**src/rtl/register_file.sv**
```systemverilog
// register_file: 32x32 register file, two combinational read ports, one write port with same-cycle bypass
module register_file #(
   parameter int DATA_WIDTH = 32,
   parameter int ADDR_WIDTH = 5
) (
   input  logic                  Clk,
   input  logic                  Reset_n,
   input  logic [ADDR_WIDTH-1:0] ReadRegister1,
   input  logic [ADDR_WIDTH-1:0] ReadRegister2,
   input  logic [ADDR_WIDTH-1:0] WriteRegister,
   input  logic [DATA_WIDTH-1:0] WriteData,
   input  logic                  RegWrite,
   output logic [DATA_WIDTH-1:0] ReadData1,
   output logic [DATA_WIDTH-1:0] ReadData2
);
   localparam int Depth = 2**ADDR_WIDTH;
   logic [DATA_WIDTH-1:0] regs [Depth];
   logic writeEn;
   assign writeEn = Reset_n && RegWrite && (WriteRegister != '0);
   // async clear of all entries; entry 0 is never written so it stays zero
   always_ff @(posedge Clk or negedge Reset_n)
      if (!Reset_n) for (int i = 0; i < Depth; i++) regs[i] <= '0;
      else if (writeEn) regs[WriteRegister] <= WriteData;
   // zero index and reset force 0; a pending write to the same index is forwarded
   always_comb begin
      ReadData1 = (!Reset_n || ReadRegister1 == '0) ? '0 :
                  (writeEn && WriteRegister == ReadRegister1) ? WriteData : regs[ReadRegister1];
      ReadData2 = (!Reset_n || ReadRegister2 == '0) ? '0 :
                  (writeEn && WriteRegister == ReadRegister2) ? WriteData : regs[ReadRegister2];
   end
endmodule

```
**config.mk**
```make
export PLATFORM = sky130hd
export DESIGN_NAME = register_file
export DESIGN_NICKNAME = d
export VERILOG_FILES = /design/src/rtl/register_file.sv
export SDC_FILE = /design/constraint.sdc
export NUM_CORES = 2
export LEC_CHECK = 0
export CAP_MARGIN = 40
export CORE_AREA = 3 3 611 310
export DETAILED_ROUTE_END_ITERATION = 8
export DIE_AREA = 0 0 614 313
export GPL_TIMING_DRIVEN = 0
export MAX_ROUTING_LAYER = met4
export PLACE_DENSITY = 0.42
export SLEW_MARGIN = 20
export SYNTH_ARGS = -nofsm -noshare
export SYNTH_HDL_FRONTEND = slang
export SYNTH_SLANG_ARGS = --single-unit
```
**constraint.sdc**
```tcl
create_clock -name Clk -period 2.74 [get_ports Clk]
set_clock_uncertainty 0.1 [all_clocks]
set_input_delay 0.548 -clock Clk [delete_from_list [all_inputs] [get_ports Clk]]
set_output_delay 0.548 -clock Clk [all_outputs]
set_load 0.02 [all_outputs]
```
==> metrics <==
CP endpoint ReadData2[1]; die area 192,200 um2; critical path class input pin to output pin; dpl cell area 60,640 um2; core area 183,500 um2; Max Fanout on Critical Path 10; clock sink total 1,024; static leakage 30.50 nW; Yosys reg bits 1,024; Yosys top cell area share 0.4642; R2R depth 3; commonest non-fill, non-tap cell in the layout dfrtp_1; gr ovfl total 0; max reg flops 1,024; status finished with violations; top cells by area, synth dfrtp_1 (46%), mux2_2 (20%), mux4_2 (16%); Max Fclk 295.1 MHz; most frequent cells in the layout dfrtp_1 (1,024), mux2_2 (949), mux4_2 (385); Final ANT Viol Nets 0; clock latency at the later pin of the worst-skew pair 750 ps; PnR worst setup slack -648.3 ps; reg-to-reg startpoint regs[959]$_DFFE_PN0P_; critical path capture point type output pin; CTS Buffer Depth 3; Synth Instances 3,828; GRT Overall Usage 0.2728; Initial Util 0.3009; final hold vios 0; Routed WL 257.9 mm; DR pass1 iterations 5; Post-Syn Area 55,200 um2; area occupied by multi-input gates 28,840 um2; Worst VDD drop 480.4 uV; worst min-delay path class input pin to asynchronous set/reset pin; Final min period 3388 ps; DRC errors left 0; Row Count 111; initial antenna violation count 7; CP Data Required Time 2090 ps; RR Endpoint regs[959]$_DFFE_PN0P_; Slew Limit Fails 0; power density over cell area 623.1 nW/um2; # fillers 17,400; unrepaired setup endpoints after global routing yes; largest area contributor in the netlist dfrtp_1; Largest regs regs x1024; vias in the first global route 41,230; relative slew slack 0.4379; DIE WIDTH 614 um; Layout Nets 4,300; Tightest Pin Transition 843.1 ps; H-tree levels 3; post-DP HPWL 174.6 mm; Critical Path Source ReadRegister2[1]; CTS tree done; Vias/cell 5.826; final setup vio count 64; Starting DRT DRC Count 3,871; CTS root buf clkbuf_16; Port Buf Inserts 107; layout cell share with drive strength beyond 1 0.5400; setup TNS -30,750 ps; first-pass GRT wire length 351.6 mm; pre-CTS setup slack -2538 ps; register area 25,620 um2; max-cap violations 0; Yosys warnings 0; Yosys cell types 44; largest net degree at the start of global routing 134; WL/cell 37.78 um; main flop type after synthesis dfrtp_1; syn_nets 3,878; design area 68,690 um2; Inserted Clock Buffers 110; Async SR Flop Fraction 1.000; Final Cycle Share 1.237; Worst EP arrival 2740 ps; Die H 313 um; Area Growth Syn to Fin 24.44%; failing checks setup timing; IO Count 114; synthesized area per cell 14.42 um2; CP Launch Type input pin; reg2reg setup slack 1630 ps; sequential share of the synthesized area 0.4642; Final GP Congestion 0.8804; Post-synth EDFFs 0; Top reg by flops regs; vias 39,770; Worst-path clk slew 50 ps
## cells in the mapped netlist, types with 2 or more instances
cell type  count
clkbuf_1     219
and3_1         2
buf_6         19
dfrtp_1     1024
inv_1          2
o21bai_1      33
a211oi_1      32
nand2b_1       3
o221ai_1      63
buf_1         39
a221o_1       32
nor4_1         2
a221oi_1      64
a22oi_1       64
nor2b_1       39
a21oi_1      127
buf_2        142
nor2_1        18
mux2_1        47
a32o_1        32
nor3_1         6
nand2_1      111
buf_4         24
xor2_1         3
mux2_2       976
mux2i_1      287
nand3_1       11
mux4_2       385
xnor2_1        7
## cells by family (layout without fill, tap and decap cells)
logic type | after synthesis | after routing | share of synthesized area
AND/OR/NAND/NOR | 201 | 201 | 0.01696
XOR/XNOR | 10 | 10 | 0.001587
flip-flops | 1024 | 1024 | 0.4642
AO/OA/AOI/OAI | 453 | 453 | 0.06172
other | 0 | 2 | 0
multiplexers | 1695 | 1695 | 0.4178
buffers and inverters | 445 | 954 | 0.03770
## per-layer routing
| metal | GRT usage | share of wire | vias up |
|---|---|---|---|
| met2 | 0.3986 | 0.44 | 1707 |
| met1 | 0.3739 | 0.45 | 21960 |
| met4 | 0.09919 | 0.041 | 0 |
| met5 | - | 0 | - |
| met3 | 0.05491 | 0.072 | 431 |
| li1 | - | - | 15670 |
## metrics by stage
stage	utilization	hold WS, ps	std cells	total power [mW]
2_1_floorplan	-	152.4	3828	23.27
3_3_place_gp	0.3241	353.3	6421	25.64
3_5_place_dp	0.3305	364.6	6494	26.42
4_1_cts	0.3700	75.91	6803	42.81
5_1_grt	0.3744	90.97	6823	44.41
6_report	0.3744	58.86	6825	42.80
## area by class of cell
class / count / share of cell area
Sequential cell: 1024 / 0.3730
Multi-Input combinational cell: 2359 / 0.4198
Antenna cell: 2 / 0.00007286
Buffer: 440 / 0.05417
Inverter: 2 / 0.0001639
Tap cell: 2486 / 0.04528
Clock buffer: 163 / 0.04632
Clock inverter: 36 / 0.005792
Timing Repair Buffer: 313 / 0.05535
## worst min path at each step
stage	from	endpoint	slack [ps]	cells past startpoint
floorplan	Reset_n	regs[0]$_DFFE_PN0P_	150	0
global placement	regs[1021]$_DFFE_PN0P_	regs[1021]$_DFFE_PN0P_	350	1
detailed placement	regs[1007]$_DFFE_PN0P_	regs[1007]$_DFFE_PN0P_	360	1
CTS	Reset_n	regs[596]$_DFFE_PN0P_	80	4
global route	Reset_n	regs[596]$_DFFE_PN0P_	90	4
finish	Reset_n	regs[291]$_DFFE_PN0P_	60	4
## critical path, cell delays in order
cell and delay, ps:
buf_6 160, buf_12 210, buf_6 250, buf_8 270, mux4_2 370, a22oi_1 200
a21oi_1 100, a221o_2 400, buf_6 170
## power by group
group          total [mW]  switching [mW]  internal (mW)
Sequential           18.6            1.47           17.1
Combinational        8.77            4.19           4.58
Clock                15.5            6.90           8.58
## timing repair
action                                  4_1_cts  5_1_grt
cloned                                       12        5
hold buffers                                  4        0
hold endpoints to repair                    120        0
buffers inserted                             96       19
resized for setup                          1045      130
pin swaps                                    93       59
endpoints found under the setup margin      984       64
Power figures use the tool's default switching activity.
